`src/rtl/sequenciador_pkg.sv`:
```
// ---------------------------------------------------------------------------
// sequenciador_pkg
// Shared definitions for the memory-game round controller:
//   - FSM state codes (kept as plain localparams so older tools and
//     waveform viewers that decode raw vectors still work);
//   - seed_para_cor : maps the 2-bit free-running seed to a one-hot colour;
//   - eh_one_hot    : tells whether a player entry names exactly one colour.
// ---------------------------------------------------------------------------
package sequenciador_pkg;

  localparam int ESTADO_W = 3;

  localparam logic [ESTADO_W-1:0] OCIOSO     = 3'd0;
  localparam logic [ESTADO_W-1:0] GERA       = 3'd1;
  localparam logic [ESTADO_W-1:0] MOSTRA_ON  = 3'd2;
  localparam logic [ESTADO_W-1:0] MOSTRA_OFF = 3'd3;
  localparam logic [ESTADO_W-1:0] ESPERA     = 3'd4;
  localparam logic [ESTADO_W-1:0] FIM_ACERTO = 3'd5;
  localparam logic [ESTADO_W-1:0] FIM_ERRO   = 3'd6;

  // Seed 00 is the leftmost colour; higher seeds move the lit bit right.
  function automatic logic [3:0] seed_para_cor(input logic [1:0] seed);
    logic [3:0] cor;
    case (seed)
      2'b00:   cor = 4'b1000;
      2'b01:   cor = 4'b0100;
      2'b10:   cor = 4'b0010;
      default: cor = 4'b0001;
    endcase
    return cor;
  endfunction

  // Exactly one bit set: non-zero and clearing the lowest set bit leaves zero.
  function automatic logic eh_one_hot(input logic [3:0] valor);
    return (valor != 4'b0000) && ((valor & (valor - 4'd1)) == 4'b0000);
  endfunction

endpackage

```
`src/rtl/temporizador_jogo.sv`:
```
// ---------------------------------------------------------------------------
// temporizador_jogo
// Loadable down-counter used for every timed interval of the round
// controller (LED on time, LED off time and, when built, player timeout).
// Loading N makes 'terminou' rise after N further enabled cycles, so an
// interval of T cycles is obtained by loading T-1 on entry.
// Ports:
//   clock      in  1  system clock
//   zera_s_n   in  1  synchronous reset, active low (count -> 0)
//   carregar   in  1  load 'valor' this cycle (wins over counting)
//   habilitar  in  1  count down while non-zero
//   valor      in  W  value to load
//   terminou   out 1  count has reached zero
// ---------------------------------------------------------------------------
module temporizador_jogo #(
  parameter int W = 8
) (
  input  logic         clock,
  input  logic         zera_s_n,
  input  logic         carregar,
  input  logic         habilitar,
  input  logic [W-1:0] valor,
  output logic         terminou
);

  logic [W-1:0] contagem;

  // Counting saturates at zero so 'terminou' stays high until the next load.
  always_ff @(posedge clock) begin
    if (!zera_s_n) begin
      contagem <= '0;
    end else if (carregar) begin
      contagem <= valor;
    end else if (habilitar && (contagem != '0)) begin
      contagem <= contagem - W'(1);
    end
  end

  assign terminou = (contagem == '0);

endmodule

```
`src/rtl/sequenciador_rodada.sv`:
```
// ---------------------------------------------------------------------------
// sequenciador_rodada
// Round controller for the memory game. Each round appends one colour
// (derived from a free-running 2-bit seed) to the stored sequence, plays
// the whole sequence on 'leds' and then checks the player's entries in
// order. Sits between the input debouncer and the LED/display drivers.
//
// Parameters:
//   MAX_LEN   sequence length that wins the game
//   LEN_W     width of rodada/idx; must hold MAX_LEN
//   T_ON      cycles each colour is lit during playback
//   T_OFF     dark cycles after each colour
//   T_TIMEOUT player inactivity limit (only with SEQ_TIMEOUT_EN)
//
// Ports:
//   clock         in  1      system clock, posedge
//   zera_s_n      in  1      synchronous reset, active low
//   iniciar       in  1      start / restart request (level)
//   jogada        in  4      player colour, one-hot
//   jogada_valida in  1      one-cycle strobe qualifying jogada
//   leds          out 4      colour shown during playback, else 0
//   vez_jogador   out 1      high while waiting for player entries
//   rodada        out LEN_W  current sequence length
//   acertou       out 1      one-cycle pulse per correct entry
//   ganhou        out 1      game won (level)
//   errou         out 1      game lost (level)
//
// Build option:
//   SEQ_TIMEOUT_EN  when defined, T_TIMEOUT idle cycles in ESPERA lose the
//                   game; each valid entry restarts the wait. Without it
//                   ESPERA waits forever and the timeout path is not built.
// ---------------------------------------------------------------------------
module sequenciador_rodada
  import sequenciador_pkg::*;
#(
  parameter int MAX_LEN   = 16,
  parameter int LEN_W     = 5,
  parameter int T_ON      = 500,
  parameter int T_OFF     = 250,
  parameter int T_TIMEOUT = 5000
) (
  input  logic             clock,
  input  logic             zera_s_n,
  input  logic             iniciar,
  input  logic [3:0]       jogada,
  input  logic             jogada_valida,
  output logic [3:0]       leds,
  output logic             vez_jogador,
  output logic [LEN_W-1:0] rodada,
  output logic             acertou,
  output logic             ganhou,
  output logic             errou
);

  // The shared timer only needs to hold the longest interval it is loaded with.
  localparam int T_MAX_LED = (T_ON > T_OFF) ? T_ON : T_OFF;
`ifdef SEQ_TIMEOUT_EN
  localparam int T_MAX = (T_MAX_LED > T_TIMEOUT) ? T_MAX_LED : T_TIMEOUT;
`else
  localparam int T_MAX = T_MAX_LED;
`endif
  localparam int TIMER_W = (T_MAX > 1) ? $clog2(T_MAX) : 1;

  // Reject configurations whose counters cannot represent the game.
  if (MAX_LEN < 2 || MAX_LEN >= (1 << LEN_W) ||
      T_ON < 1 || T_OFF < 1 || T_TIMEOUT < 1) begin : g_parametros_invalidos
    $error("sequenciador_rodada: invalid parameter combination");
  end

  logic [ESTADO_W-1:0] estado;
  logic [ESTADO_W-1:0] proximo;
  logic [LEN_W-1:0]    idx;
  logic [LEN_W-1:0]    idx_prox;
  logic [LEN_W-1:0]    rodada_prox;
  logic [1:0]          seed;
  logic [3:0]          seq [MAX_LEN];
  logic [3:0]          cor_atual;
  logic                acertou_prox;
  logic                gravar;
  logic                ultimo;
  logic                recarregar;
  logic                carregar;
  logic                habilitar;
  logic [TIMER_W-1:0]  valor;
  logic                terminou;

  // Read port of the sequence store; a compare loop keeps the index width
  // independent of the array depth.
  always_comb begin
    cor_atual = 4'b0000;
    for (int i = 0; i < MAX_LEN; i++) begin
      if (idx == LEN_W'(i)) begin
        cor_atual = seq[i];
      end
    end
  end

  // Next-state and datapath control. Playback and checking both walk idx
  // from 0 up to rodada-1; 'ultimo' marks the final position of the round.
  always_comb begin
    proximo      = estado;
    idx_prox     = idx;
    rodada_prox  = rodada;
    acertou_prox = 1'b0;
    gravar       = 1'b0;
    recarregar   = 1'b0;
    ultimo       = (idx == rodada - LEN_W'(1));
    case (estado)
      OCIOSO: begin
        if (iniciar) begin
          proximo = GERA;
        end
      end
      GERA: begin
        gravar      = 1'b1;
        rodada_prox = rodada + LEN_W'(1);
        idx_prox    = '0;
        proximo     = MOSTRA_ON;
      end
      MOSTRA_ON: begin
        if (terminou) begin
          proximo = MOSTRA_OFF;
        end
      end
      MOSTRA_OFF: begin
        if (terminou) begin
          if (ultimo) begin
            idx_prox = '0;
            proximo  = ESPERA;
          end else begin
            idx_prox = idx + LEN_W'(1);
            proximo  = MOSTRA_ON;
          end
        end
      end
      ESPERA: begin
        if (jogada_valida) begin
          if (eh_one_hot(jogada) && (jogada == cor_atual)) begin
            acertou_prox = 1'b1;
            if (ultimo) begin
              proximo = (rodada == LEN_W'(MAX_LEN)) ? FIM_ACERTO : GERA;
            end else begin
              idx_prox   = idx + LEN_W'(1);
              recarregar = 1'b1;
            end
          end else begin
            proximo = FIM_ERRO;
          end
        end
`ifdef SEQ_TIMEOUT_EN
        else if (terminou) begin
          proximo = FIM_ERRO;
        end
`endif
      end
      FIM_ACERTO, FIM_ERRO: begin
        if (iniciar) begin
          rodada_prox = '0;
          proximo     = GERA;
        end
      end
      default: begin
        proximo = OCIOSO;
      end
    endcase
  end

  // Timer is reloaded on every state entry with the length of the new
  // interval, and again after each accepted entry so the timeout restarts.
  always_comb begin
    valor = '0;
    case (proximo)
      MOSTRA_ON:  valor = TIMER_W'(T_ON - 1);
      MOSTRA_OFF: valor = TIMER_W'(T_OFF - 1);
`ifdef SEQ_TIMEOUT_EN
      ESPERA:     valor = TIMER_W'(T_TIMEOUT - 1);
`endif
      default:    valor = '0;
    endcase
  end

  assign carregar  = (proximo != estado) || recarregar;
  assign habilitar = (estado == MOSTRA_ON) || (estado == MOSTRA_OFF) ||
                     (estado == ESPERA);

  temporizador_jogo #(
    .W (TIMER_W)
  ) u_temporizador (
    .clock     (clock),
    .zera_s_n  (zera_s_n),
    .carregar  (carregar),
    .habilitar (habilitar),
    .valor     (valor),
    .terminou  (terminou)
  );

  // Control registers; reset overrides everything, including playback.
  always_ff @(posedge clock) begin
    if (!zera_s_n) begin
      estado  <= OCIOSO;
      idx     <= '0;
      rodada  <= '0;
      seed    <= 2'b00;
      acertou <= 1'b0;
    end else begin
      estado  <= proximo;
      idx     <= idx_prox;
      rodada  <= rodada_prox;
      seed    <= seed + 2'b01;
      acertou <= acertou_prox;
    end
  end

  // Sequence store: no reset, entries beyond rodada are never read.
  always_ff @(posedge clock) begin
    if (zera_s_n && gravar) begin
      for (int i = 0; i < MAX_LEN; i++) begin
        if (rodada == LEN_W'(i)) begin
          seq[i] <= seed_para_cor(seed);
        end
      end
    end
  end

  assign leds        = (estado == MOSTRA_ON) ? cor_atual : 4'b0000;
  assign vez_jogador = (estado == ESPERA);
  assign ganhou      = (estado == FIM_ACERTO);
  assign errou       = (estado == FIM_ERRO);

endmodule

```
`config.mk`:
```
export PLATFORM = sky130hd
export DESIGN_NAME = sequenciador_rodada
export DESIGN_NICKNAME = d
export VERILOG_FILES = /design/src/rtl/sequenciador_pkg.sv /design/src/rtl/temporizador_jogo.sv /design/src/rtl/sequenciador_rodada.sv
export SDC_FILE = /design/constraint.sdc
export NUM_CORES = 1
export LEC_CHECK = 0
export CAP_MARGIN = 10
export CORE_UTILIZATION = 50
export CTS_CLUSTER_DIAMETER = 200
export DETAILED_ROUTE_END_ITERATION = 8
export PLACE_DENSITY = 0.68
export SLEW_MARGIN = 0
export SYNTH_ARGS = -nofsm -noshare
export SYNTH_HDL_FRONTEND = slang
export SYNTH_SLANG_ARGS = --single-unit
```
`constraint.sdc`:
```
create_clock -name clock -period 4.9 [get_ports clock]
set_input_delay 1.47 -clock clock [delete_from_list [all_inputs] [get_ports clock]]
set_output_delay 1.47 -clock clock [all_outputs]
set_load 0.03 [all_outputs]
```
==> flow_metrics.tcl, run 1 <==
set metrics [dict create \
    drt-initial-drc-count 254 \
    synth-edff-count 64 \
    syn_avg_cell_area_sq_um 9.93 \
    grt_pass1_vias 3756 \
    reg2reg_depth 10 \
    grt_use_total 0.247 \
    start_util 0.517 \
    vias 4039 \
    yosys_warnings 0 \
    place.gp.congestion 0.906 \
    rsz0062_at_grt "no" \
    fin_util 0.574 \
    routed_via_density 6.06 \
    power.density_mw_per_mm2 409 \
    postCtsSetupRepairBufs 0 \
    seq_area_frac_synth 0.477 \
    critPathLaunchType "register" \
    clk_latency_ps 370 \
    slew_headroom 0.512 \
    clock-root-buffer "clkbuf_8" \
    cp-startpoint "idx[0]" \
    std_cell_rows 36 \
    drc_errors 0 \
    fin_crit_ps 4680 \
    final_cell_mix "edfxtp_1, nor2_1, nand2_1" \
    syn_area_sq_mm 0.00508 \
    setup_tns_ps 0 \
    async_flop_share 0 \
    tritoncts "yes" \
    crit_path_end_kind "primary output" \
    met3_usage 0.0576 \
    drtAntennaViolNets 0 \
    antenna_found_initial 0 \
    fp.dieH_um 103 \
    io_buffer_count 20 \
    yosysTopAreaCell "edfxtp_1" \
    grt.overflow.total 0 \
    r2r_start "idx[0]" \
    cts.path.max_buffers 2 \
    rrSetupSlack_ps 1610 \
    fmax_ghz 0.214 \
    wirelength_mm 12.4 \
    final.period_utilization 0.955 \
    drt_first_pass_iters 6 \
    crit_end "leds[0]" \
    ys_ff_latch 89 \
    ys_types 75 \
    drt-wirelength-per-cell_um 18.7 \
    fp.dieW_um 103 \
    hold_class "reg -> reg" \
    grt_max_degree 24 \
    slew_violations 0 \
    drive_gt1_frac 0.0957 \
    synth_ff_type "edfxtp_1" \
    nNetsFinal 552 \
    htree_num_levels 3 \
    p_leak_nw 2.03 \
    cts_sinks 89 \
    status "complete, no violations" \
    finalHoldViolCount 0 \
    grt.met1_usage 0.341 \
    area_delta_synth_final_pct 11.1 \
    place_hpwl_mm 8.89 \
    required_ps 3430 \
    r2r_end "idx[1]" \
    setup_viol 0 \
    cts.clk_slew.worst_paths_ps 90 \
    cts_buffers 9 \
    grt_pass1_wl_mm 19.5 \
    synth.net_count 535 \
    synth_cells 511 \
    synth_area_leaders "edfxtp_1, dfxtp_1, nor2_1, ha_1, a21oi_1" \
    met2_usage 0.374 \
    skew_ps 14.1 \
    antenna_cells 0 \
    synth_top_area_share 0.379 \
    maxCapViolCount 0 \
    critPathMaxFanout 15 \
    ir_worst_vdd_mv 0.278 \
    busiest_layer "met2" \
    pin_count 21 \
    die_area_sq_mm 0.0106 \
    final_common_cell "edfxtp_1" \
    worstPathArrival_ps 3210 \
    crit_type "reg -> out" \
    coreArea_sq_mm 0.00982 \
    worstMarginPinSlew_ps 732 \
    ctsHoldBuffers 0 \
]
-- metrics by stage --
stage | hold slack, ps | setup slack [ps] | instance area [sq um] | power [mW] | std cells
after floorplan | 433 | 911 | 5080 | 1.51 | 511
final | 496 | 223 | 5640 | 2.31 | 666
after global placement | 446 | 369 | 5400 | 1.70 | 650
after global routing | 520 | 42.3 | 5640 | 2.43 | 666
after CTS | 496 | 37.9 | 5630 | 2.31 | 666
after detailed placement | 481 | 328 | 5400 | 1.71 | 650
-- logic make-up (layout without fill, tap and decap cells) --
| logic type | after synthesis | after routing | synth area share |
|---|---|---|---|
| compound gates | 131 | 131 | 0.192 |
| xor+xnor | 9 | 9 | 0.0155 |
| fa+ha+maj | 16 | 16 | 0.0394 |
| buf+inv | 55 | 77 | 0.0503 |
| flops | 89 | 89 | 0.477 |
| mux | 6 | 6 | 0.0118 |
| simple gates | 205 | 205 | 0.214 |
-- sequential cells by signal, indices dropped and copies added (netlist names) --
register and count:
u_temporizador.contagem 9, seed 2, idx 5, seq 64, rodada 5, acertou 1
estado 3
-- repair_timing --
item,in CTS,in global routing
pin swaps,0,0
cloned,0,0
setup endpoints to repair,2,2
endpoints found under the hold margin,0,0
resized for setup,3,3
-- routing by layer --
metal / share of wire / wire, um
met1: 0.46 / 5770
met5: 0 / 0
met2: 0.45 / 5630
met3: 0.063 / 781
met4: 0.021 / 262
-- area by class of cell --
type                    count  area (sq um)
inverters                  26          97.6
fillers                   891          4180
clock buffers              11           131
multi-input cells         367          2400
repair buffers             35           315
clock inverters             5           104
well taps                 133           166
flip-flops and latches     89          2420
-- critical path, stage by stage, from the launching register on --
cell and delay, ps:
dfxtp_1 460, inv_1 120, ha_1 440, nor2b_1 280
a311oi_1 70, or4_1 540, a22oi_2 310, nand2_1 80
nor2_1 100, dlygate4sd2_1 420
-- worst min-delay path by stage --
stage	startpoint	endpoint	depth (start not counted)
2_1_floorplan	seed[0]	seed[0]	1
3_3_place_gp	seed[0]	seed[0]	1
3_5_place_dp	u_temporizador.contagem[5]	u_temporizador.contagem[5]	2
4_1_cts	u_temporizador.contagem[5]	u_temporizador.contagem[5]	2
5_1_grt	u_temporizador.contagem[4]	u_temporizador.contagem[4]	1
6_report	seed[0]	seed[0]	1
-- Yosys cell counts, drive strengths merged (9+ instances only) --
master and n:
dfxtp 25, nor2b 12, o21ai 15, a21oi 33, clkbuf 12, and2 9, ha 16, nor2 60
a221oi 9, nand3b 13, nand2 37, nor3 14, nand3 14, inv 26, nand2b 10, edfxtp 64
buf 17, a211oi 10
-- power by group --
| group | switching [mW] | total [mW] | internal (mW) |
|---|---|---|---|
| combinational | 0.487 | 0.798 | 0.311 |
| clock | 0.263 | 0.602 | 0.339 |
| sequential | 0.0508 | 0.909 | 0.858 |
| total | 0.800 | 2.31 | 1.51 |
Power figures use the tool's default switching activity.
==> run 2, diff against run 1 <==
- PLACE_DENSITY: 0.68 -> 0.74
==> flow_metrics.tcl, run 2 (same netlist as run 1, synthesis figures left out) <==
set metrics [dict create \
    status "complete, no violations" \
    coreArea_sq_mm 0.00982 \
    reg2reg_depth 11 \
    area_delta_synth_final_pct 10.9 \
    drive_gt1_frac 0.0962 \
    io_buffer_count 20 \
    r2r_start "idx[1]" \
    finalHoldViolCount 0 \
    antenna_found_initial 0 \
    crit_type "reg -> out" \
    critPathLaunchType "register" \
    fp.dieH_um 103 \
    setup_tns_ps 0 \
    worst_slack_ps 149 \
    regMostFlops "seq" \
    slew_headroom 0.519 \
    cts-resized-gates 0 \
    reg_top3 "seq (64), u_temporizador.contagem (9)" \
    p_leak_nw 1.99 \
    final_common_cell "edfxtp_1" \
    cts.path.max_buffers 2 \
    drt-wirelength-per-cell_um 18.7 \
    htree_num_levels 3 \
    clock-root-buffer "clkbuf_8" \
    slew_violations 0 \
    wirelength_mm 12.4 \
    place_hpwl_mm 8.91 \
    largest_reg_flops 64 \
    ctsHoldBuffers 0 \
    grt_use_total 0.245 \
    crit_path_end_kind "primary output" \
    grt.overflow.total 0 \
    rsz0062_at_grt "no" \
    skew_ps 12.8 \
    hold_class "reg -> reg" \
    maxCapViolCount 0 \
    fin_util 0.574 \
    postCtsSetupRepairBufs 0 \
    pin_count 21 \
    place.gp.congestion 0.913 \
    dp_cells 647 \
    drc_errors 0 \
    std_cell_rows 36 \
    required_ps 3430 \
    antenna_cells 0 \
    final.period_utilization 0.970 \
    clk_latency_ps 360 \
    grt_pass1_vias 3855 \
    cts_buffers 9 \
    layout.cells.non_filler 663 \
    drt-initial-drc-count 209 \
    final_cell_mix "edfxtp_1, nor2_1, nand2_1" \
    ir_worst_vdd_mv 0.332 \
    holdPathStages 1 \
    routed_via_density 6.06 \
    fmax_ghz 0.210 \
    vias 4018 \
    critPathMaxFanout 19 \
    nFillCells 856 \
    nNetsFinal 549 \
    cts_sinks 89 \
    grt_pass1_wl_mm 19.4 \
    drtAntennaViolNets 0 \
    dp_slack_ps 422 \
    cts.clk_slew.worst_paths_ps 90 \
    worstPathArrival_ps 3280 \
    start_util 0.517 \
    power.density_mw_per_mm2 414 \
    fp.dieW_um 103 \
    fin_crit_ps 4750 \
    setup_viol 0 \
    die_area_sq_mm 0.0106 \
    holdCritStartpoint "seed[0]" \
    grt_max_degree 24 \
    worstMarginPinSlew_ps 722 \
    tritoncts "yes" \
    cp-startpoint "idx[2]" \
    drt_first_pass_iters 5 \
]
-- run 2: cell count changes in the layout (fill, tap and decap cells not counted), sizes merged --
cell           delta
inv               +1
buf               -3
clkdlybuf4s50     +3
clkinv            -1
dlygate4sd2       -2
dlymetal6s2s      -1
-- run 2: final cells by class --
class                   count  area, sq um  share of cell area
repair buffers             32          293              0.0520
flip-flops and latches     89         2420               0.430
inverters                  26         97.6              0.0173
well taps                 133          166              0.0295
clock buffers              11          141              0.0251
clock inverters             5          103              0.0182
multi-input cells         367         2410               0.428
-- run 2: worst max-delay path, stage by stage, from the launching register on --
cell and delay (ps):
dfxtp_1 530, or4_4 660, a221oi_2 220, o22ai_1 130, a311oi_2 360, nor3_1 90, nor3_1 200, clkdlybuf4s50_1 720
-- run 2: per-stage QoR --
stage / power [mW] / hold slack, ps / area (sq um)
finish: 2.33 / 482 / 5630
global route: 2.45 / 511 / 5630
CTS: 2.32 / 483 / 5620
detailed placement: 1.72 / 465 / 5380
global placement: 1.69 / 445 / 5380
floorplan: 1.51 / 433 / 5080
-- run 2: worst paths after layout --
kind             end  slack (ps)
max          leds[1]         150
min          seed[0]         480
max reg2reg   idx[1]        1800
min reg2reg  seed[0]         480
-- run 2: layer usage --
metal  track usage  routed length [um]
met1         0.325                5620
met2         0.390                5910
met3        0.0400                 538
met4         0.122                 357
met5             0                   0
-- run 2: where the power goes --
group | switching [mW] | leakage [nW] | internal, mW
sequential | 0.0497 | 0.788 | 0.858
combinational | 0.496 | 1.08 | 0.315
clock | 0.262 | 0.122 | 0.353
